==> src/rtl/mod_m_timer_arbiter.sv <==
// Round-robin shared prescaled down-counting timer: R requesters, one mod-M tick divider.
// Optional TIMER_ABORT_EN adds an abort input that cancels a running timer.
module mod_m_timer_arbiter #(
    parameter int N = 4,
    parameter int M = 10,
    parameter int R = 4
) (
    input  logic           clk,
    input  logic           reset,
`ifdef TIMER_ABORT_EN
    input  logic           abort,
`endif
    input  logic [R-1:0]   req,
    input  logic [R*N-1:0] load,
    output logic [R-1:0]   gnt,
    output logic [R-1:0]   done,
    output logic           busy,
    output logic [N-1:0]   count
);
    localparam int PW    = (R > 1) ? $clog2(R) : 1;
    localparam int PRE_W = (M > 1) ? $clog2(M) : 1;

    typedef enum logic [1:0] {IDLE, RUN, DONE} state_t;

    state_t           state, state_nxt;
    logic [PW-1:0]    ptr, win_idx, idx;
    logic             win_vld;
    logic [N-1:0]     win_load;
    logic [R-1:0]     win_oh;
    logic [PRE_W-1:0] pre;
    logic [N-1:0]     cnt;
    logic             tick;
    logic             abort_run;

`ifdef TIMER_ABORT_EN
    assign abort_run = abort;
`else
    assign abort_run = 1'b0;
`endif

    // Search starts just past the last grantee, so it lands at lowest priority.
    always_comb begin
        win_vld = 1'b0;
        win_idx = ptr;
        idx     = ptr;
        for (int k = 1; k <= R; k++) begin
            idx = PW'((int'(ptr) + k) % R);
            if (!win_vld && req[idx]) begin
                win_vld = 1'b1;
                win_idx = idx;
            end
        end
    end

    assign win_load = load[win_idx*N +: N];
    assign win_oh   = {{(R-1){1'b0}}, 1'b1} << win_idx;
    assign tick     = (pre == PRE_W'(M - 1));

    always_comb begin
        state_nxt = state;
        case (state)
            IDLE: if (win_vld) state_nxt = (win_load == '0) ? DONE : RUN;
            RUN: begin
                if (abort_run)                      state_nxt = IDLE;
                else if (tick && cnt == N'(1))      state_nxt = DONE;
            end
            DONE:    state_nxt = IDLE;
            default: state_nxt = IDLE;
        endcase
    end

    always_ff @(posedge clk or posedge reset) begin
        if (reset) state <= IDLE;
        else       state <= state_nxt;
    end

    always_ff @(posedge clk or posedge reset) begin
        if (reset) begin
            ptr  <= PW'(R - 1);
            pre  <= '0;
            cnt  <= '0;
            gnt  <= '0;
            done <= '0;
        end else begin
            done <= '0;
            case (state)
                IDLE: begin
                    if (win_vld) begin
                        ptr <= win_idx;
                        cnt <= win_load;
                        pre <= '0;
                        gnt <= win_oh;
                        if (win_load == '0) done <= win_oh;
                    end
                end
                RUN: begin
                    if (abort_run) begin
                        gnt <= '0;
                        cnt <= '0;
                        pre <= '0;
                    end else begin
                        pre <= tick ? '0 : pre + PRE_W'(1);
                        if (tick) begin
                            if (cnt == N'(1)) begin
                                cnt  <= '0;
                                done <= gnt;
                            end else if (cnt != '0) begin
                                cnt <= cnt - N'(1);
                            end
                        end
                    end
                end
                DONE: begin
                    gnt <= '0;
                    cnt <= '0;
                end
                default: begin
                    gnt <= '0;
                    cnt <= '0;
                end
            endcase
        end
    end

    assign busy  = (state != IDLE);
    assign count = cnt;
endmodule
==> config.mk <==
export PLATFORM = sky130hd
export DESIGN_NAME = mod_m_timer_arbiter
export DESIGN_NICKNAME = d
export VERILOG_FILES = /design/src/rtl/mod_m_timer_arbiter.sv
export SDC_FILE = /design/constraint.sdc
export NUM_CORES = 1
export LEC_CHECK = 0
export CORE_MARGIN = 2
export CORE_UTILIZATION = 52
export DETAILED_ROUTE_END_ITERATION = 16
export PLACE_DENSITY_LB_ADDON = 0.2
export SYNTH_ARGS = -nofsm -noshare
export SYNTH_HDL_FRONTEND = slang
export SYNTH_SLANG_ARGS = --single-unit
==> constraint.sdc <==
create_clock -name clk -period 5.79 [get_ports clk]
set_clock_uncertainty 0.2 [all_clocks]
set_input_delay 1.158 -clock clk [delete_from_list [all_inputs] [get_ports clk]]
set_output_delay 1.158 -clock clk [all_outputs]
set_load 0.01 [all_outputs]
==> results of run 1 <==
[through the flow]
step	worst slack, ns	cell area, um^2	hold slack, ns
after floorplan	2.69	1390	0.299
final	2.30	1770	0.325
after detailed placement	2.00	1720	0.300
after global placement	2.10	1720	0.294
after global routing	2.16	1770	0.343
after CTS	2.33	1770	0.327
[Yosys cell counts (3+ instances only)]
| cell | instances |
|---|---|
| dfrtp_1 | 18 |
| nor3_1 | 3 |
| o21ai_1 | 11 |
| buf_6 | 3 |
| o21ai_0 | 4 |
| ha_1 | 5 |
| nand2b_1 | 4 |
| nor4_1 | 3 |
| nand2_1 | 18 |
| mux2i_1 | 5 |
| a32oi_1 | 9 |
| a211oi_1 | 9 |
| a21oi_1 | 7 |
| nor2_1 | 15 |
| inv_1 | 15 |
[how the worst max path moves through the flow]
stage	endpoint	slack, ns	cells past startpoint
2_1_floorplan	state[0]$_DFFE_PP0P_	2.69	7
3_3_place_gp	state[0]$_DFFE_PP0P_	2.10	7
3_5_place_dp	state[0]$_DFFE_PP0P_	2.00	7
4_1_cts	state[0]$_DFFE_PP0P_	2.33	7
5_1_grt	done[1]$_DFF_PP0_	2.16	7
6_report	done[1]$_DFF_PP0_	2.30	7
[cell type report]
class	count	area [um^2]
Multi-Input combinational cell	122	778
Fill cell	206	732
Sequential cell	20	503
Timing Repair Buffer	34	340
Inverter	15	56.3
Tap cell	30	37.5
Clock inverter	1	30.0
Clock buffer	3	22.5
[power breakdown]
group	total [W]	switching [W]	internal [W]
registers	0.000255	0.0000622	0.000193
clock network	0.000115	0.0000454	0.0000699
logic	0.000424	0.000237	0.000187
total	0.000794	0.000345	0.000449
[cells by family after synthesis]
kind of cell,share of synthesized area
multiplexers,0.0360
AO/OA/AOI/OAI,0.243
AND/OR/NAND/NOR,0.236
flip-flops,0.362
buffers and inverters,0.0775
adder cells (fa/ha/maj),0.0450
[worst reg2reg max path, delay by kind of cell (launching register included)]
kind,cells,cell delay (ns)
and+or+nand+nor,2,0.72
AOI/OAI and AO/OA,3,0.83
DFF,1,0.65
muxes,1,0.15
[flip-flops by register name (all words and copies together), names as in the netlist]
name	count
count	4
done	4
gnt	4
pre	4
ptr	2
state	2
[layer usage]
metal / track usage / up-vias / part of all wire
met2: 0.405 / 63 / 0.51
met1: 0.248 / 651 / 0.42
met5: 0 / - / 0
li1: - / 656 / -
met4: 0.101 / 0 / 0.018
met3: 0.0209 / 9 / 0.053
==> metrics.md, run 1 <==
| Metric | Value |
|---|---|
| Ys async rst share | `1.00` |
| Cell count after synthesis | `around 160` |
| Most frequent cells in the layout | `clkdlybuf4s50_1, nand2_1, dfrtp_1` |
| Synthesized area per cell | `about 8.5 um^2` |
| Number of flops mapped to enable cells by yosys | `0` |
| Grt ovf | `0` |
| Reg-to-reg startpoint | `ptr[1]$_DFFE_PP1P_` |
| Core Footprint | `2500 um^2` |
| Commonest non-fill, non-tap cell in the layout | `clkdlybuf4s50_1` |
| Synth top area share | `0.324` |
| Global-route wire length before repair | `around 5500 um` |
| Routed vias | `1,379` |
| Final Hold Fails | `0` |
| Worst Setup End Kind | `register` |
| Routed WL | `between 3000 and 4000 um` |
| Final setup TNS | `0 ns` |
| Ant diodes | `0` |
| Vias in the first global route | `1,318` |
| RSZ-0062 raised after global routing | `no` |
| Post-DR vias/cell | `between 6 and 7` |
| Worst Path Arrival | `approximately 3.5 ns` |
| Hold buffer count at CTS | `0` |
| Antenna violations before repair | `0` |
| GRT Resource Usage Total | `0.218` |
| Gpl congestion | `0.921` |
| # nets final | `between 200 and 250` |
| Share of cells above drive strength 1 | `0.0615` |
| Min-Delay Path Class | `register to register` |
| Initial cell density of the core | `0.556` |
| Fin cells | `about 230` |
| CTS Sinks | `20` |
| Routed Antenna Nets | `0` |
| Die Y | `55.7 um` |
| Post-CTS Setup Bufs | `0` |
| R2r endpoint | `done[1]$_DFF_PP0_` |
| CP Launch Type | `input pin` |
| Yosys reg bits | `20` |
| FF-to-FF setup slack | `around 3.2 ns` |
| CTS H-tree depth | `1` |
| Final setup viols | `0` |
| DR iter-0 viols | `77` |
| Cell variety after synth | `40` |
| Reg clk slew, reported paths | `approximately 0.11 ns` |
| Num CTS Buffers | `3` |
| Pwr Total | `0.000794 W` |
| Crit path max fanout | `9` |
| Hold Path Sink | `gnt[2]$_DFFE_PP0P_` |
| Area contributors post-synth | `dfrtp_1, a32oi_1, a211oi_1, nand2_1, ha_1` |
| Hold Path Depth | `1` |
| Slew HR | `0.478` |
| Worst VDD drop | `approximately 280 uV` |
| Yosys warns | `0` |
| Worst-case clock buffer depth | `2` |
| Dpl cells | `about 220` |
| Status | `completed` |
| Leak Pwr | `0.773 nW` |
| Post-synth top area cell | `dfrtp_1` |
| Crit Path Category | `input pin to register` |
| Max Fclk | `between 0.2 and 0.3 GHz` |
| Origin of the worst min-delay path | `gnt[2]$_DFFE_PP0P_` |
| Period utilisation layout | `0.602` |
| Post-CTS sizing | `0` |
| Critical path's largest stage delay | `slightly below 0.6 ns` |
| I/O Pins | `35` |
| Post-Syn Area | `1390 um^2` |
| CTS tree | `done` |
| Site Rows | `18` |
| Chip width | `55.7 um` |
| Clk Latency, worst-skew pair | `0.31 ns` |
| Final Max Slew Viols | `0` |
| Slew at the pin with the worst max-slew slack | `approximately 0.77 ns` |
| Root buf cell | `clkbuf_4` |
| Die area | `roughly 3100 um^2` |
| Worst r2r path cells | `6` |
| Post-DP HPWL | `~2600 um` |
| Period minus WS final | `roughly 3.5 ns` |
| Pwr/cell area | `between 400 and 500 nW/um^2` |
| Worst Path Buf+Inv | `1` |
| Final core occ | `0.707` |
| DRC viols | `0` |
| Port bufs | `34` |
| Crit-path cells | `clkdlybuf4s50_1 > or3b_1 > o31a_1 > a32oi_1 > mux2i_1 > nor4_1 > a32o_1` |
| Crit. Startpoint | `req[2]` |
| Synthesized Nets | `190` |
| Largest delay contributor family on the critical path | `simple AND/OR/NAND/NOR gates` |
| Wire per inst | `14.7 um` |
| Predominant post-synthesis flop cell | `dfrtp_1` |
| Data required, critical path | `approximately 6 ns` |
| Layout area overhead | `27.3%` |
| Drt pass-1 iters | `4` |
| Seq/Total Area, Yosys | `0.362` |
| Largest net degree at the start of global routing | `21` |
| Max-cap violation count | `0` |
| Highest-delay cell along the critical path | `clkdlybuf4s50_1` |
Note: power is estimated with default switching activity, not from simulation.
==> run 2: changes to the inputs <==
Settings changed: CORE_UTILIZATION 52 to 44.
Clock period 5.79 ns to 3.2 ns, I/O delays scaled along.
==> run 2 against run 1 <==
  * First-iteration DRC count decreased by 45%
  * Die area increased by 17%
  * Count of clock-buffer cells in the layout increased by 1
  * Worst setup slack got worse by 2.0 ns
  * Utilization decreased by 10 points
  * Final area increased by 3.5%
  * Worst hold slack got worse by 0.0035 ns
  * Power increased by 77%
  * Non-clock buffer count increased by 8
  * Critical endpoint unchanged
  * Largest cell class unchanged
==> metrics.md, run 2 (synthesized netlist as in run 1, its figures left out) <==
| Metric | Value |
|---|---|
| Vias in the first global route | `1,262 (was 1,318)` |
| Reg area | `503 um^2 (unchanged)` |
| Commonest non-fill, non-tap cell in the layout | `clkdlybuf4s50_1 (unchanged)` |
| Chip width | `60.2 um (was 55.7 um)` |
| Core Footprint | `3030 um^2 (was 2500 um^2)` |
| Largest delay contributor family on the critical path | `compound AO/OA/AOI/OAI gates (was simple AND/OR/NAND/NOR gates)` |
| Worst Path Buf+Inv | `3 (was 1)` |
| Pwr Total | `0.00140 W (was 0.000794 W)` |
| CTS H-tree depth | `1 (unchanged)` |
| Routed vias | `1,345 (was 1,379)` |
| CP Launch Type | `input pin (unchanged)` |
| Origin of the worst min-delay path | `gnt[2]$_DFFE_PP0P_ (unchanged)` |
| FF-to-FF setup slack | `0.63 ns (was 3.19 ns)` |
| Num CTS Buffers | `3 (unchanged)` |
| Site Rows | `20 (was 18)` |
| Crit-path cells | `clkdlybuf4s50_1 > buf_4 > nand2b_1 > a32oi_1 > a32oi_1 > mux2i_1 > nor4_1 > buf_4 > a32o_1 (was clkdlybuf4s50_1 > or3b_1 > o31a_1 > a32oi_1 > mux2i_1 > nor4_1 > a32o_1)` |
| RSZ-0062 raised after global routing | `no (unchanged)` |
| Die Y | `60.2 um (was 55.7 um)` |
| Post-CTS Setup Bufs | `0 (unchanged)` |
| Most frequent cells in the layout | `clkdlybuf4s50_1, nand2_1, dfrtp_1 (unchanged)` |
| Port bufs | `34 (unchanged)` |
| Ant diodes | `0 (unchanged)` |
| DR iter-0 viols | `42 (was 77)` |
| Post-DR vias/cell | `5.45 (was 6.13)` |
| R2r endpoint | `state[0]$_DFFE_PP0P_ (was done[1]$_DFF_PP0_)` |
| Worst Path Arrival | `2.89 ns (was 3.53 ns)` |
| Crit Path Category | `input pin to register (unchanged)` |
| Reg-to-reg startpoint | `ptr[1]$_DFFE_PP1P_ (unchanged)` |
| Post-CTS sizing | `0 (unchanged)` |
| Period minus WS final | `approximately 2.9 ns` |
| Data required, critical path | `3.19 ns (was 5.83 ns)` |
| Final setup TNS | `0 ns (unchanged)` |
| Final Max Slew Viols | `0 (unchanged)` |
| Max-cap violation count | `0 (unchanged)` |
| Post-Place Worst Slack | `0.00359 ns (was 2.00 ns)` |
| Min-Delay Path Class | `register to register (unchanged)` |
| Wl on met1 | `1400 um (was 1370 um)` |
| Max Fclk | `about 0.34 GHz` |
| Worst VDD drop | `284 uV (was 281 uV)` |
| Fin cells | `247 (was 225)` |
| CTS tree | `done (unchanged)` |
| Largest net degree at the start of global routing | `21 (unchanged)` |
| DRC viols | `0 (unchanged)` |
| Crit path max fanout | `9 (unchanged)` |
| Wire per inst | `13.2 um (was 14.7 um)` |
| Root buf cell | `clkbuf_4 (unchanged)` |
| Post-DP HPWL | `2630 um (was 2560 um)` |
| Status | `completed (unchanged)` |
| Die area | `3620 um^2 (was 3100 um^2)` |
| Initial cell density of the core | `0.459 (was 0.556)` |
| # nets final | `231 (was 223)` |
| DR top layer | `met4 (unchanged)` |
| Period utilisation layout | `0.907` |
| Critical path's largest stage delay | `0.55 ns (was 0.59 ns)` |
| Fillers | `285 (was 206)` |
| Dpl cells | `243 (was 221)` |
| Multi-input gate area | `778 um^2 (unchanged)` |
| Final setup viols | `0 (unchanged)` |
| Layout area overhead | `31.7% (was 27.3%)` |
| Grt ovf | `0 (unchanged)` |
| Leak Pwr | `0.805 nW (was 0.773 nW)` |
| CTS Sinks | `20 (unchanged)` |
| WL met3 | `125 um (was 175 um)` |
| Antenna violations before repair | `0 (unchanged)` |
| GRT Resource Usage Total | `0.192 (was 0.218)` |
| Worst Setup End Kind | `register (unchanged)` |
| Gpl congestion | `0.893 (was 0.921)` |
| Slew at the pin with the worst max-slew slack | `0.727 ns (was 0.774 ns)` |
| Share of cells above drive strength 1 | `0.0985 (was 0.0615)` |
| Reg clk slew, reported paths | `0.11 ns (about the same)` |
| Worst-case clock buffer depth | `2 (unchanged)` |
| Drt pass-1 iters | `4 (unchanged)` |
| Hold Path Sink | `gnt[2]$_DFFE_PP0P_ (unchanged)` |
| Worst setup margin | `0.298 ns (was 2.30 ns)` |
| Routed Antenna Nets | `0 (unchanged)` |
| Highest-delay cell along the critical path | `a32oi_1 (was clkdlybuf4s50_1)` |
| Worst hold margin | `0.321 ns (was 0.325 ns)` |
| Final Hold Fails | `0 (unchanged)` |
| Clk Latency, worst-skew pair | `0.29 ns (was 0.31 ns)` |
| Routed met2 length | `1660 um (was 1690 um)` |
| Worst r2r path cells | `6 (unchanged)` |
| Routed WL | `3250 um (was 3300 um)` |
| Slew HR | `0.515 (was 0.478)` |
| I/O Pins | `35 (unchanged)` |
| Global-route wire length before repair | `5320 um (was 5510 um)` |
| Hold Path Depth | `1 (unchanged)` |
| Pwr/cell area | `767 nW/um^2 (was 449 nW/um^2)` |
| Hold buffer count at CTS | `0 (unchanged)` |
run 2: cell types whose count changed in the layout (fill, tap and decap cells not counted), sizes merged:
cell / before / now
clkbuf: 3 / 4
buf: 0 / 8
bufinv: 1 / 0
run 2: worst reg2reg max path: cells and delay by family, from the launching register on:
kind	cells	cell delay, ns
AO/OA/AOI/OAI	3	0.77
AND/OR/NAND/NOR	2	0.72
flip-flops	1	0.64
multiplexers	1	0.15
run 2: cell type report:
class                   count  share of cell area
repair buffers             42               0.219
multi-input cells         122               0.425
well taps                  44              0.0301
flip-flops and latches     20               0.275
inverters                  15              0.0308
clock buffers               4              0.0198
run 2: routing by layer:
metal / up-vias / global-route usage
met2: 40 / 0.357
met5: - / 0
met4: 0 / 0.0857
met1: 623 / 0.215
li1: 676 / -
met3: 6 / 0.0238
run 2: worst max-delay path by stage:
stage	from	to	slack, ns	cells after the start
global placement	req[2]	state[0]$_DFFE_PP0P_	0.07	7
finish	req[1]	done[1]$_DFF_PP0_	0.30	9
CTS	req[1]	done[1]$_DFF_PP0_	0.33	9
floorplan	req[1]	state[0]$_DFFE_PP0P_	0.62	7
detailed placement	req[3]	done[1]$_DFF_PP0_	0.004	8
global route	req[1]	done[1]$_DFF_PP0_	0.11	9
run 2: power by group:
| group | internal [W] | total (W) | switching, W |
|---|---|---|---|
| Combinational | 0.000372 | 0.000805 | 0.000433 |
| Sequential | 0.000348 | 0.000456 | 0.000107 |
| Clock | 0.0000693 | 0.000143 | 0.0000732 |
run 2: through the flow:
stage               utilization  area, um^2
floorplan                     -        1390
global placement          0.592        1790
detailed placement        0.592        1790
CTS                       0.604        1830
global route              0.604        1830
finish                    0.604        1830
==> run 3: changes to the inputs <==
Settings changed: CORE_UTILIZATION 44 to 49.
Clock period 3.2 ns to 3.1 ns, I/O delays scaled along.
==> run 3 against run 2 <==
  * Sequential power rose by 2%
  * Critical path depth fell by 2
  * Critical endpoint is now state[0]$_DFFE_PP0P_
  * Power rose by 9.6%
  * Count of clock-buffer cells in the layout fell by 1
  * Largest power group unchanged
  * First-iteration DRC count rose by 17%
==> metrics.md, run 3 (synthesized netlist as in run 1, its figures left out) <==
| Metric | Value |
|---|---|
| Critical path's largest stage delay | `0.61 ns (was 0.55 ns)` |
| Final instance area | `1840 um^2 (was 1830 um^2)` |
| Antenna violations before repair | `0 (unchanged)` |
| Worst setup margin | `0.260 ns (was 0.298 ns)` |
| Crit Path Category | `input pin to register (unchanged)` |
| Period minus WS final | `2.84 ns` |
| Drt pass-1 iters | `4 (unchanged)` |
| Seq pwr share | `0.304 (was 0.325)` |
| FF-to-FF setup slack | `0.51 ns (was 0.63 ns)` |
| Gpl congestion | `0.817 (was 0.893)` |
| Worst-case clock buffer depth | `2 (unchanged)` |
| Vias in the first global route | `1,293 (was 1,262)` |
| Status | `completed (unchanged)` |
| DR top layer | `met4 (unchanged)` |
| Worst hold margin | `0.318 ns (was 0.321 ns)` |
| Commonest non-fill, non-tap cell in the layout | `clkdlybuf4s50_1 (unchanged)` |
| Worst Path Arrival | `2.85 ns (was 2.89 ns)` |
| Post-CTS Setup Bufs | `0 (unchanged)` |
| Final Max Slew Viols | `0 (unchanged)` |
| Routed vias | `1,339 (was 1,345)` |
| Crit path depth | `7 (was 9)` |
| Reg clk slew, reported paths | `0.12 ns (was 0.11 ns)` |
| Post-Place Worst Slack | `-0.0547 ns (was 0.00359 ns)` |
| Clk pwr share | `0.141 (was 0.102)` |
| Crit. Startpoint | `req[3] (was req[1])` |
| Final Hold Fails | `0 (unchanged)` |
| Largest delay contributor family on the critical path | `buffers and inverters (was compound AO/OA/AOI/OAI gates)` |
| Share of cells above drive strength 1 | `0.107 (was 0.0985)` |
| Logic gate share of total power | `0.555 (was 0.574)` |
| Grt ovf | `0 (unchanged)` |
| Routed Antenna Nets | `0 (unchanged)` |
| Leak Pwr | `0.821 nW (was 0.805 nW)` |
| Pwr/cell area | `834 nW/um^2 (was 767 nW/um^2)` |
| Port bufs | `34 (unchanged)` |
| Post-DR vias/cell | `5.67 (was 5.45)` |
| Reg-to-reg startpoint | `ptr[1]$_DFFE_PP1P_ (unchanged)` |
| Ant diodes | `0 (unchanged)` |
| Chip width | `57.2 um (was 60.2 um)` |
| Max Fclk | `approximately 0.35 GHz` |
| Die Y | `57.2 um (was 60.2 um)` |
| CTS tree | `done (unchanged)` |
| Wire per inst | `14.2 um (was 13.2 um)` |
| Routed met2 length | `1630 um (was 1660 um)` |
| Crit-path cells | `clkdlybuf4s50_1 > buf_4 > a32oi_1 > a32oi_1 > mux2i_1 > or4_4 > a21o_1 (was clkdlybuf4s50_1 > buf_4 > nand2b_1 > a32oi_1 > a32oi_1 > mux2i_1 > nor4_1 > buf_4 > a32o_1)` |
| DR iter-0 viols | `49 (was 42)` |
| WL met3 | `210 um (was 125 um)` |
| Post-DP HPWL | `2630 um (about the same)` |
| DRC viols | `0 (unchanged)` |
| Net Switching | `0.000649 W (was 0.000614 W)` |
| Most common cell on crit path | `a32oi_1` |
| Largest net degree at the start of global routing | `21 (unchanged)` |
| Die area | `3280 um^2 (was 3620 um^2)` |
| RSZ-0062 raised after global routing | `no (unchanged)` |
| Slew at the pin with the worst max-slew slack | `0.763 ns (was 0.727 ns)` |
| Highest-delay cell along the critical path | `clkdlybuf4s50_1 (was a32oi_1)` |
| Global-route wire length before repair | `5750 um (was 5320 um)` |
| Slew HR | `0.491 (was 0.515)` |
| # nets final | `233 (was 231)` |
| Wl on met1 | `1450 um (was 1400 um)` |
| Core Footprint | `2730 um^2 (was 3030 um^2)` |
| R2r endpoint | `state[0]$_DFFE_PP0P_ (unchanged)` |
| Worst r2r path cells | `6 (unchanged)` |
| Pint | `0.000889 W (was 0.000790 W)` |
| Placed Instance Area | `1790 um^2 (about the same)` |
| Worst Path Buf+Inv | `2 (was 3)` |
| Hold buffer count at CTS | `0 (unchanged)` |
| Final core occ | `0.675 (was 0.604)` |
| Net switching fraction of the power | `0.422 (was 0.437)` |
| Initial cell density of the core | `0.508 (was 0.459)` |
| GRT Resource Usage Total | `0.225 (was 0.192)` |
| Period utilisation layout | `0.916` |
| Root buf cell | `clkbuf_4 (unchanged)` |
| CP Launch Type | `input pin (unchanged)` |
| Final setup viols | `0 (unchanged)` |
| I/O Pins | `35 (unchanged)` |
| CTS Sinks | `20 (unchanged)` |
| Layout area overhead | `32.8% (was 31.7%)` |
| Origin of the worst min-delay path | `gnt[2]$_DFFE_PP0P_ (unchanged)` |
| Clk Latency, worst-skew pair | `0.31 ns (was 0.29 ns)` |
| Post-CTS sizing | `0 (unchanged)` |
| Data required, critical path | `3.11 ns (was 3.19 ns)` |
| Crit path max fanout | `9 (unchanged)` |
| Site Rows | `19 (was 20)` |
| Routed WL | `3340 um (was 3250 um)` |
| Num CTS Buffers | `3 (unchanged)` |
| Most frequent cells in the layout | `clkdlybuf4s50_1, nand2_1, dfrtp_1 (unchanged)` |
| Worst Setup End Kind | `register (unchanged)` |
| Max-cap violation count | `0 (unchanged)` |
| End of the critical path | `state[0]$_DFFE_PP0P_ (was done[1]$_DFF_PP0_)` |
| Min-Delay Path Class | `register to register (unchanged)` |
| Worst VDD drop | `869 uV (was 284 uV)` |
| CTS H-tree depth | `1 (unchanged)` |
run 3: final cells by class:
| class | count | area, um^2 |
|---|---|---|
| Fill cell | 229 | 890 |
| Multi-Input combinational cell | 122 | 778 |
| Sequential cell | 20 | 503 |
| Timing Repair Buffer | 44 | 415 |
| Inverter | 15 | 56.3 |
| Tap cell | 31 | 38.8 |
| Clock inverter | 1 | 30.0 |
| Clock buffer | 3 | 22.5 |
run 3: worst reg2reg max path: stages, from the launching register on:
cell and delay, ns:
dfstp_2 0.65, nand2b_1 0.17, a32oi_1 0.26, a32oi_1 0.29, mux2i_1 0.14, or4_4 0.58
a21o_1 0.20
run 3: power groups by stage:
stage	sequential [W]	clock, W	combinational (W)
after floorplan	0.000453	0	0.000575
after global placement	0.000466	0	0.000820
after detailed placement	0.000473	0	0.000844
after CTS	0.000468	0.000219	0.000851
after global routing	0.000486	0.000229	0.000958
final	0.000467	0.000217	0.000854
run 3: worst min path at each step:
stage	cells past startpoint	slack [ns]	end
after floorplan	1	0.30	pre[0]$_DFFE_PP0P_
after global placement	2	0.29	gnt[0]$_DFFE_PP0P_
after detailed placement	1	0.29	gnt[2]$_DFFE_PP0P_
after CTS	2	0.33	gnt[0]$_DFFE_PP0P_
after global routing	1	0.35	gnt[2]$_DFFE_PP0P_
final	1	0.32	gnt[2]$_DFFE_PP0P_
run 3: stage by stage:
step / total power, W / instances / TNS, ns
floorplan: 0.00103 / 163 / 0
global placement: 0.00129 / 232 / 0
detailed placement: 0.00132 / 232 / -0.111
CTS: 0.00154 / 236 / 0
global route: 0.00167 / 236 / 0
finish: 0.00154 / 236 / 0
run 3: per-layer routing:
metal | vias up | track usage
met4 | 0 | 0.0731
met1 | 616 | 0.292
met3 | 8 | 0.0567
met2 | 42 | 0.368
li1 | 673 | -
met5 | - | 0
